`config.mk`:
```
export PLATFORM = sky130hd
export DESIGN_NAME = mips_fetch_decode_execute
export DESIGN_NICKNAME = d
export VERILOG_FILES = /design/src/rtl/mips_fetch_decode_execute.sv
export SDC_FILE = /design/constraint.sdc
export NUM_CORES = 2
export LEC_CHECK = 0
export CAP_MARGIN = 25
export CORE_MARGIN = 4
export CORE_UTILIZATION = 35
export DETAILED_ROUTE_END_ITERATION = 8
export DONT_BUFFER_PORTS = 1
export HOLD_SLACK_MARGIN = 0.15
export SYNTH_ARGS = -nofsm -noshare
export SYNTH_HDL_FRONTEND = slang
export SYNTH_SLANG_ARGS = --single-unit
```
`constraint.sdc`:
```
create_clock -name clk -period 45.7 [get_ports clk]
set_input_delay 4.57 -clock clk [delete_from_list [all_inputs] [get_ports clk]]
set_output_delay 4.57 -clock clk [all_outputs]
set_load 0.05 [all_outputs]
```
`src/rtl/mips_fetch_decode_execute.sv`:
```
// Fetch, decode and execute stages of a 5-stage MIPS pipeline, including the
// IF/ID and ID/EX registers, register file, branch/jump resolution and the ALU.
module mips_fetch_decode_execute #(
  parameter logic [31:0] PC_RESET = 32'h0040_0000
) (
  input  logic        clk,
  input  logic        reset,
  output logic [31:0] imem_addr,
  input  logic [31:0] imem_rdata,
  input  logic        stall_f,
  input  logic        stall_d,
  input  logic        flush_e,
  input  logic        forward_ad,
  input  logic        forward_bd,
  input  logic [1:0]  forward_ae,
  input  logic [1:0]  forward_be,
  input  logic [31:0] alu_out_m,
  input  logic [31:0] result_w,
  input  logic        reg_write_w,
  input  logic [4:0]  write_reg_w,
  output logic [4:0]  rs_d,
  output logic [4:0]  rt_d,
  output logic        branch_d,
  output logic [4:0]  rs_e,
  output logic [4:0]  rt_e,
  output logic [4:0]  write_reg_e,
  output logic        reg_write_e,
  output logic        mem_to_reg_e,
  output logic        mem_write_e,
  output logic [31:0] alu_out_e,
  output logic [31:0] write_data_e,
  output logic        syscall_e,
  output logic [31:0] instr_e,
  output logic [31:0] a0_e,
  output logic [31:0] v0_e
);

  localparam int unsigned XLEN    = 32;
  localparam int unsigned RADDR_W = 5;
  localparam int unsigned NREGS   = 32;

  localparam logic [2:0] ALU_AND = 3'b000;
  localparam logic [2:0] ALU_OR  = 3'b001;
  localparam logic [2:0] ALU_ADD = 3'b010;
  localparam logic [2:0] ALU_SUB = 3'b110;
  localparam logic [2:0] ALU_SLT = 3'b111;

  typedef struct packed {
    logic       reg_write;
    logic       mem_to_reg;
    logic       mem_write;
    logic       alu_src;
    logic       reg_dst;
    logic [2:0] alu_ctrl;
    logic       syscall;
  } ctrl_t;

  // Fetch
  logic [XLEN-1:0] pc, pc_plus_4, pc_next;
  // IF/ID
  logic [XLEN-1:0] instr_d, pc_plus_4_d;
  // Decode
  logic [5:0]         op, funct;
  logic [RADDR_W-1:0] rd_d;
  logic [XLEN-1:0]    sign_imm_d, rd1_d, rd2_d, a0_d, v0_d;
  logic [XLEN-1:0]    cmp_a, cmp_b, branch_target, jump_target;
  logic               is_beq, is_bne, is_j, is_jr, taken, pcsrc;
  ctrl_t              ctrl_d;
  logic [XLEN-1:0]    rf [NREGS];
  // ID/EX
  ctrl_t              ctrl_e;
  logic [XLEN-1:0]    rd1_e, rd2_e, sign_imm_e;
  logic [RADDR_W-1:0] rd_e;
  // Execute
  logic [XLEN-1:0]    src_a, pre_b, src_b;

  assign imem_addr = pc;
  assign pc_plus_4 = pc + XLEN'(4);

  always_ff @(posedge clk or posedge reset) begin
    if (reset)         pc <= PC_RESET;
    else if (!stall_f) pc <= pc_next;
  end

  always_ff @(posedge clk or posedge reset) begin
    if (reset) begin
      instr_d     <= '0;
      pc_plus_4_d <= '0;
    end else if (!stall_d) begin
      if (pcsrc) begin
        instr_d     <= '0;
        pc_plus_4_d <= '0;
      end else begin
        instr_d     <= imem_rdata;
        pc_plus_4_d <= pc_plus_4;
      end
    end
  end

  assign op         = instr_d[31:26];
  assign funct      = instr_d[5:0];
  assign rs_d       = instr_d[25:21];
  assign rt_d       = instr_d[20:16];
  assign rd_d       = instr_d[15:11];
  assign sign_imm_d = {{16{instr_d[15]}}, instr_d[15:0]};

  // Main decoder: unrecognised encodings leave every control at 0 (NOP)
  always_comb begin
    ctrl_d = '0;
    is_beq = 1'b0;
    is_bne = 1'b0;
    is_j   = 1'b0;
    is_jr  = 1'b0;
    case (op)
      6'h00: begin
        case (funct)
          6'h20, 6'h21: begin ctrl_d.reg_write = 1'b1; ctrl_d.reg_dst = 1'b1; ctrl_d.alu_ctrl = ALU_ADD; end
          6'h22:        begin ctrl_d.reg_write = 1'b1; ctrl_d.reg_dst = 1'b1; ctrl_d.alu_ctrl = ALU_SUB; end
          6'h24:        begin ctrl_d.reg_write = 1'b1; ctrl_d.reg_dst = 1'b1; ctrl_d.alu_ctrl = ALU_AND; end
          6'h25:        begin ctrl_d.reg_write = 1'b1; ctrl_d.reg_dst = 1'b1; ctrl_d.alu_ctrl = ALU_OR;  end
          6'h2A:        begin ctrl_d.reg_write = 1'b1; ctrl_d.reg_dst = 1'b1; ctrl_d.alu_ctrl = ALU_SLT; end
          6'h08:        is_jr = 1'b1;
          6'h0C:        ctrl_d.syscall = 1'b1;
          default:      ;
        endcase
      end
      6'h08, 6'h09: begin
        ctrl_d.reg_write = 1'b1;
        ctrl_d.alu_src   = 1'b1;
        ctrl_d.alu_ctrl  = ALU_ADD;
      end
      6'h23: begin
        ctrl_d.reg_write  = 1'b1;
        ctrl_d.mem_to_reg = 1'b1;
        ctrl_d.alu_src    = 1'b1;
        ctrl_d.alu_ctrl   = ALU_ADD;
      end
      6'h2B: begin
        ctrl_d.mem_write = 1'b1;
        ctrl_d.alu_src   = 1'b1;
        ctrl_d.alu_ctrl  = ALU_ADD;
      end
      6'h04:   is_beq = 1'b1;
      6'h05:   is_bne = 1'b1;
      6'h02:   is_j   = 1'b1;
      default: ;
    endcase
  end

  assign branch_d = is_beq | is_bne | is_jr;

  always_ff @(posedge clk or posedge reset) begin
    if (reset) begin
      for (int i = 0; i < int'(NREGS); i++) rf[i] <= '0;
    end else if (reg_write_w && (write_reg_w != '0)) begin
      rf[write_reg_w] <= result_w;
    end
  end

  // Register reads with $0 hard-wired and write-through bypass of the writeback port
  function automatic logic [XLEN-1:0] rf_read(input logic [RADDR_W-1:0] a);
    if (a == '0)                                return '0;
    else if (reg_write_w && (write_reg_w == a)) return result_w;
    else                                        return rf[a];
  endfunction

  always_comb begin
    rd1_d = rf_read(rs_d);
    rd2_d = rf_read(rt_d);
    a0_d  = rf_read(RADDR_W'(4));
    v0_d  = rf_read(RADDR_W'(2));
  end

  assign cmp_a         = forward_ad ? alu_out_m : rd1_d;
  assign cmp_b         = forward_bd ? alu_out_m : rd2_d;
  assign taken         = (is_beq && (cmp_a == cmp_b)) || (is_bne && (cmp_a != cmp_b));
  assign pcsrc         = taken | is_j | is_jr;
  assign branch_target = pc_plus_4_d + {sign_imm_d[29:0], 2'b00};
  assign jump_target   = {pc_plus_4_d[31:28], instr_d[25:0], 2'b00};

  always_comb begin
    pc_next = pc_plus_4;
    if (is_jr)      pc_next = cmp_a;
    else if (is_j)  pc_next = jump_target;
    else if (taken) pc_next = branch_target;
  end

  always_ff @(posedge clk or posedge reset) begin
    if (reset) begin
      ctrl_e     <= '0;
      rd1_e      <= '0;
      rd2_e      <= '0;
      rs_e       <= '0;
      rt_e       <= '0;
      rd_e       <= '0;
      sign_imm_e <= '0;
      instr_e    <= '0;
      a0_e       <= '0;
      v0_e       <= '0;
    end else if (flush_e) begin
      ctrl_e     <= '0;
      rd1_e      <= '0;
      rd2_e      <= '0;
      rs_e       <= '0;
      rt_e       <= '0;
      rd_e       <= '0;
      sign_imm_e <= '0;
      instr_e    <= '0;
      a0_e       <= '0;
      v0_e       <= '0;
    end else begin
      ctrl_e     <= ctrl_d;
      rd1_e      <= rd1_d;
      rd2_e      <= rd2_d;
      rs_e       <= rs_d;
      rt_e       <= rt_d;
      rd_e       <= rd_d;
      sign_imm_e <= sign_imm_d;
      instr_e    <= instr_d;
      a0_e       <= a0_d;
      v0_e       <= v0_d;
    end
  end

  // Execute-stage forwarding; select 11 falls back to the register value
  always_comb begin
    case (forward_ae)
      2'b01:   src_a = result_w;
      2'b10:   src_a = alu_out_m;
      default: src_a = rd1_e;
    endcase
    case (forward_be)
      2'b01:   pre_b = result_w;
      2'b10:   pre_b = alu_out_m;
      default: pre_b = rd2_e;
    endcase
  end

  assign src_b        = ctrl_e.alu_src ? sign_imm_e : pre_b;
  assign write_data_e = pre_b;
  assign write_reg_e  = ctrl_e.reg_dst ? rd_e : rt_e;
  assign reg_write_e  = ctrl_e.reg_write;
  assign mem_to_reg_e = ctrl_e.mem_to_reg;
  assign mem_write_e  = ctrl_e.mem_write;
  assign syscall_e    = ctrl_e.syscall;

  always_comb begin
    case (ctrl_e.alu_ctrl)
      ALU_AND: alu_out_e = src_a & src_b;
      ALU_OR:  alu_out_e = src_a | src_b;
      ALU_ADD: alu_out_e = src_a + src_b;
      ALU_SUB: alu_out_e = src_a - src_b;
      ALU_SLT: alu_out_e = {31'b0, ($signed(src_a) < $signed(src_b))};
      default: alu_out_e = '0;
    endcase
  end

endmodule

```
* Word level (Yosys, flattened, before mapping) *
Index checks and enable logic that the tools add are counted.

cells by class
  magnitude comparators = 5
  $mul = 0
  shift-type cells = 0
  div/mod/pow operators = 0
  multiplexer cells = 52
  reductions and logical operators = 18
  bitwise logic cells = 9
  add/sub/neg operators = 4
  equal/unequal tests = 29

operator list
  operator                                                   count
  bitwise mux 1024 bit                                       1
  two-way mux 32 bit                                         25
  binary-select mux 32 bit (select 5 bit)                    2
  demux 32 bit (select 5 bit)                                1
  one-hot mux 32 bit (5 select lines)                        1
  one-hot mux 32 bit (2 select lines)                        2
  adder 32 bit                                               2
  equality test 6 bit (second input constant)                8
  adder 32 x 3 -> 32 bit (second input constant)             1
  AND 32 bit                                                 1
  equality test 32 bit                                       1
  less-than comparator 32 bit                                1
  inequality test 32 bit                                     1
  OR 32 bit                                                  1
  subtractor 32 bit                                          1
  equality test 6 x 4 -> 1 bit (second input constant)       4
  two-way mux 5 bit                                          4
  one-hot mux 4 bit (5 select lines)                         1
  greater-or-equal comparator 6 bit (second input constant)  3
  inverter 5 -> 6 bit                                        3
  equality test 6 x 3 -> 1 bit (second input constant)       2
  two-way mux 1 bit                                          12
  equality test 5 bit                                        2
  zero test 5 bit                                            2
  other kinds (22)                                           35

storage, ports and cells
  memory bits (read-only) = 0
  RAM bits = 0
  output and inout bits = 222
  memories kept = 0
  bits of input ports = 113
  word-level logic and storage cells = 168
  bits in latches = 0
  register bits after elaboration = 1,336

* Logic depth before layout (Yosys ltp) *
  word-level depth = 13
  mapped depth = 25
  depth with buffers taken out = 22

* Least setup slack after synthesis *
Ideal clock, no wire load.

  path kind = input to output
  start point = in forward_be[0]
  end point = out alu_out_e[26]
  data required time = 41.130 ns
  path buffers = 2
  slack = 31.712 ns
  cell stages on the path = 23
  arrival time = 9.418 ns
  path through = inv_1 > ha_1 > clkbuf_1 > buf_1 > nor2_1 > a21oi_1 > o21ai_0 > ha_1 > fa_1 > o21bai_1 > a21o_1 > a21oi_1 > o21bai_1 > a21oi_1 > o21bai_1 > a211oi_1 > or4_1 > a21oi_1 > o22ai_1 > o31ai_1 > a21oi_1 > xnor2_1 > o22ai_1

on the way
  cells in the longest elaborated chain, start to end = 5
  elaborated cells on any way between the ends = 9
  classes of those cells = add/sub (2); eq/ne (2); mux (3); bitwise (2)

RTL lines
  what                                                                        RTL line  RTL
  start, declared                                                             16        input logic [1:0] forward_be,
  equality test 2 bit / equality test 2 x 1 -> 1 bit (equally long branches)  232       case (forward_be)
  one-hot mux 32 bit (2 select lines) (*)                                     232
  two-way mux 32 bit (*)                                                      239       assign src_b = ctrl_e.alu_src ? sign_imm_e : pre_b;
  subtractor 32 bit, or another cell as far along                             252       ALU_SUB: alu_out_e = src_a - src_b;
  one-hot mux 32 bit (5 select lines) (*)                                     248       case (ctrl_e.alu_ctrl)
  end, declared                                                               30        output logic [31:0] alu_out_e,

Every way passes the cells marked *; elsewhere a longest branch is shown, timed or not.

* Final worst setup path *
Same ends and word-level chain as after synthesis.

==> results.env <==
FINALSETUPVIOLATIONS=0
CRIT_REQUIRED_NS=41.13
NETSWITCHINGPOWER_mW=1.35
CLOCKBUFFERDEPTH=3
CTS_POST_SETUP_BUFFERS_INSERTED=0
INITIAL_CORE_UTILIZATION_PCT=35.3
SYNTH.AVG_CELL_AREA_UM2=12.1
NETLIST-CELL-TYPE-COUNT=98
CTS_TREE='done'
AREAGROWTHSYNTHTOFINISH_PCT=9.78
DESIGN.PORTCOUNT=335
PLACEMENT_ROWS=169
P_LEAK_nW=35.3
NUM-FILL-CELLS=20461
IR_WORST_VDD_V=0.0000258
SETUP.WORST_PATH.CLASS='in2out'
POST_CTS.RESIZED_INSTANCES=0
FIN_WORST_SKEW_NS=0.0389
GLOBALROUTE.TOTALOVERFLOW=0
FINAL_MAX_SLEW_VIOL_COUNT=0
YS_ASYNC_SR_FRACTION_PCT=100
GROUTE.USAGE.OVERALL_PCT=26.6
CRITICAL_PATH.MAX_FANOUT=64
WORSTHOLDSTART='rf[998]'
CRIT_START='forward_be[0]'
CTSHTREEMAXLEVEL=4
WORST_SLEW_PIN_SLEW_NS=1.28
SYNTHTOPCELLSBYAREA='sky130_fd_sc_hd__dfrtp_1 43%, sky130_fd_sc_hd__mux2_2 15%, sky130_fd_sc_hd__mux4_2 12%'
DRT_FIRST_PASS_ITERS=6
SYNTH.TOP_CELLS.BY_COUNT='1,288 x sky130_fd_sc_hd__dfrtp_1, 999 x sky130_fd_sc_hd__mux2_2, 391 x sky130_fd_sc_hd__mux4_2, 389 x sky130_fd_sc_hd__clkbuf_1, 380 x sky130_fd_sc_hd__mux2i_1'
CP.ARRIVAL_NS=10.39
POWER.SWITCHING_FRACTION_PCT=34.5
SYNTH_TOP_AREA_CELL='sky130_fd_sc_hd__dfrtp_1'
DIEAREA_UM2=222000
FINALHOLDVIOLATIONS=0
DETAILROUTE.VIA_COUNT=55833
MIN_PERIOD_NS=14.96
SYN_AREA_UM2=75100
HOLD_CLASS='reg2reg'
MAPPEDNETLISTNETS=6465
CLKPWRFRAC_PCT=31.6
SYNTH_WARNINGS=0
SHARE_SEQ_OF_TOTAL_POWER_PCT=41.5
SYNTH_CELLS=6214
DIE_W_UM=471
FLOORPLAN.CORE_AREA_UM2=213000
MAXCLOCKFREQUENCY_MHz=66.8
FIN_TNS_SETUP_NS=0
CAP_VIOLATIONS=0
WORST_SETUP_HOLD_PATH_CLK_SLEW_NS=0.06
POST-ROUTE-UTIL_PCT=38.7
DRCVIOLATIONCOUNT=0
FINISH.NET_COUNT=6173
CLK_LATENCY_NS=0.82
GRT_MAX_DEGREE=175
INTERNAL_POWER_mW=2.56
P_COMB_SHARE_PCT=26.9
FF2FF_SETUP_SLACK_NS=36.77
R2R-END='pc_plus_4_d[28]'
NUMCTSBUFFERS=147
FINAL_MIN_PERIOD_OVER_CLOCK_PERIOD_PCT=32.7
PORTBUFFERS=0
CP_LAUNCH_TYPE='input pin'
CELLPOWERDENSITY_nW_PER_UM2=47.4
AVERAGE_DETAILED_ROUTED_WIRE_LENGTH_PER_INSTANCE_UM=34.3
RUN_STATUS='finished, final reports clean'
WORSTREG2REGSTART='instr_d[21]'
FLOORPLAN.DIE.HEIGHT_UM=471
POST_SYNTHESIS_SEQUENTIAL_AREA_RATIO_PCT=43.0
LAYOUT-DRIVE-GT1-SHARE_PCT=31.2
YOSYSTOPAREACELLSHARE_PCT=42.9
ANTENNA_VIOLATING_NETS_POST_ROUTE=0
NUMBER_OF_GLOBAL_ROUTE_VIAS_BEFORE_REPAIR=55264
POSTCTSHOLDBUFS=0
NUMBER_OF_SYNTHESIZED_FLOPS_WITH_AN_ENABLE_PIN=0
SETUP.WORST_PATH.END_CLASS='output port'
TOTALPOWERFINAL_mW=3.91
GP_CONGESTION=0.940
WIRE_LENGTH_OF_THE_FIRST_GLOBAL_ROUTING_PASS_UM=429000
CLOCKROOTBUFFER='sky130_fd_sc_hd__clkbuf_16'
ANTENNA_VIOLATIONS_BEFORE_REPAIR=18
YOSYS_MOST_USED_DFF='sky130_fd_sc_hd__dfrtp_1'
YOSYS.CELL_COUNT.TOP_TYPE='sky130_fd_sc_hd__dfrtp_1'
AVGVIACOUNTPERCELL=6.30
ROUTE.FINAL.WIRE_LENGTH_UM=304000
CRIT_PATH_END='alu_out_e[26]'
DP_HPWL_UM=201000
RR_WORST_DEPTH=17
TIMING.MAX_SLEW.REL_SLACK_PCT=14.1
GRT_SETUP_UNREPAIRED='false'
YOSYS_REGISTER_BITS=1289
DETAILEDROUTE.FIRSTITERATIONVIOLATIONS=6303
CTS.SINK_COUNT=1289
-- cell type report --
cell class                      instances  area (um2)  share of cell area (%)
Timing Repair Buffer                  171        1600                    1.94
Tap cell                             2821        3530                    4.28
Sequential cell                      1289       32300                    39.2
Inverter                              174         661                   0.802
Clock inverter                         44         549                   0.666
Multi-Input combinational cell       4139       39300                    47.7
Antenna cell                            4        10.0                  0.0121
Clock buffer                          222        4430                    5.37
-- cell usage in the layout, fill, tap and decap left out, drive strengths merged, types with 135 or more instances in the layout --
master / count
o21ai: 226
clkbuf: 226
nand2: 284
mux4: 391
buf: 167
mux2i: 380
a21oi: 208
dfrtp: 1288
nor2: 258
mux2: 1006
ha: 135
inv: 180
a22oi: 196
-- power groups by stage --
stage               logic, mW  clock network (mW)  registers (mW)
floorplan               0.791                   0            1.54
global placement         1.01                   0            1.62
detailed placement       1.03                   0            1.63
CTS                      1.04                1.25            1.61
global route             1.11                1.30            1.64
finish                   1.05                1.23            1.62
-- worst max-delay path, stage by stage --
cell and delay, ns:
sky130_fd_sc_hd__inv_1 0.02, sky130_fd_sc_hd__ha_2 0.29, sky130_fd_sc_hd__buf_4 0.53, sky130_fd_sc_hd__nor2_1 0.11, sky130_fd_sc_hd__a21oi_1 0.19, sky130_fd_sc_hd__o21ai_0 0.17, sky130_fd_sc_hd__ha_1 0.30, sky130_fd_sc_hd__fa_1 0.45
sky130_fd_sc_hd__o21bai_1 0.16, sky130_fd_sc_hd__a21o_1 0.17, sky130_fd_sc_hd__a21oi_1 0.07, sky130_fd_sc_hd__o21bai_1 0.18, sky130_fd_sc_hd__a21oi_1 0.12, sky130_fd_sc_hd__o21bai_1 0.23, sky130_fd_sc_hd__a211oi_1 0.15, sky130_fd_sc_hd__or4_1 0.62
sky130_fd_sc_hd__a21oi_1 0.24, sky130_fd_sc_hd__o22ai_1 0.15, sky130_fd_sc_hd__o31ai_1 0.44, sky130_fd_sc_hd__a21oi_1 0.17, sky130_fd_sc_hd__xnor2_1 0.15, sky130_fd_sc_hd__o22ai_1 0.85
-- how the worst min path moves through the flow --
stage          endpoint  slack, ns  cells after the start
2_1_floorplan   rf[998]       0.44                      1
3_3_place_gp    rf[999]       0.38                      0
3_5_place_dp    rf[998]       0.38                      0
4_1_cts         rf[998]       0.39                      0
5_1_grt         rf[992]       0.41                      0
6_report        rf[998]       0.40                      0
-- per-stage QoR --
step | hold slack [ns] | setup WS, ns | cell area, um2 | instances
4_1_cts | 0.393 | 30.78 | 82200 | 8846
3_5_place_dp | 0.380 | 30.79 | 77200 | 8580
6_report | 0.398 | 30.74 | 82400 | 8864
5_1_grt | 0.411 | 30.45 | 82400 | 8861
3_3_place_gp | 0.377 | 30.79 | 77100 | 8567
2_1_floorplan | 0.439 | 4.80 | 75100 | 6214
-- layer usage --
| layer | up-vias | GRT usage [%] | wire (um) |
|---|---|---|---|
| li1 | 22498 | - | - |
| met4 | 4 | 13.0 | 17100 |
| met2 | 3283 | 39.4 | 131000 |
| met1 | 29391 | 35.0 | 119000 |
| met3 | 657 | 8.92 | 36000 |
| met5 | - | 0 | 21 |
-- state kept, by name, indices dropped and copies added (netlist names), 4 cells and up --
signal,flops
sign_imm_e,12
a0_e,32
ctrl_e,5
rd2_e,32
instr_d,32
rd_e,4
pc_plus_4_d,32
v0_e,32
rd1_e,32
rf,1024
imem_addr,32
instr_e,16
-- cell families (layout without fill, tap and decap cells) --
logic type      after synthesis  in the layout  synth area share (%)
xor+xnor                    125            125                  1.46
mux                        1777           1777                  31.9
flops                      1289           1289                  43.0
simple gates                987            987                  6.39
buf+inv                     786            611                  4.97
other cells                   0              4                     0
compound gates             1112           1112                  10.0
fa+ha+maj                   138            138                  2.33
No activity file was read; power rests on OpenSTA's default activity.
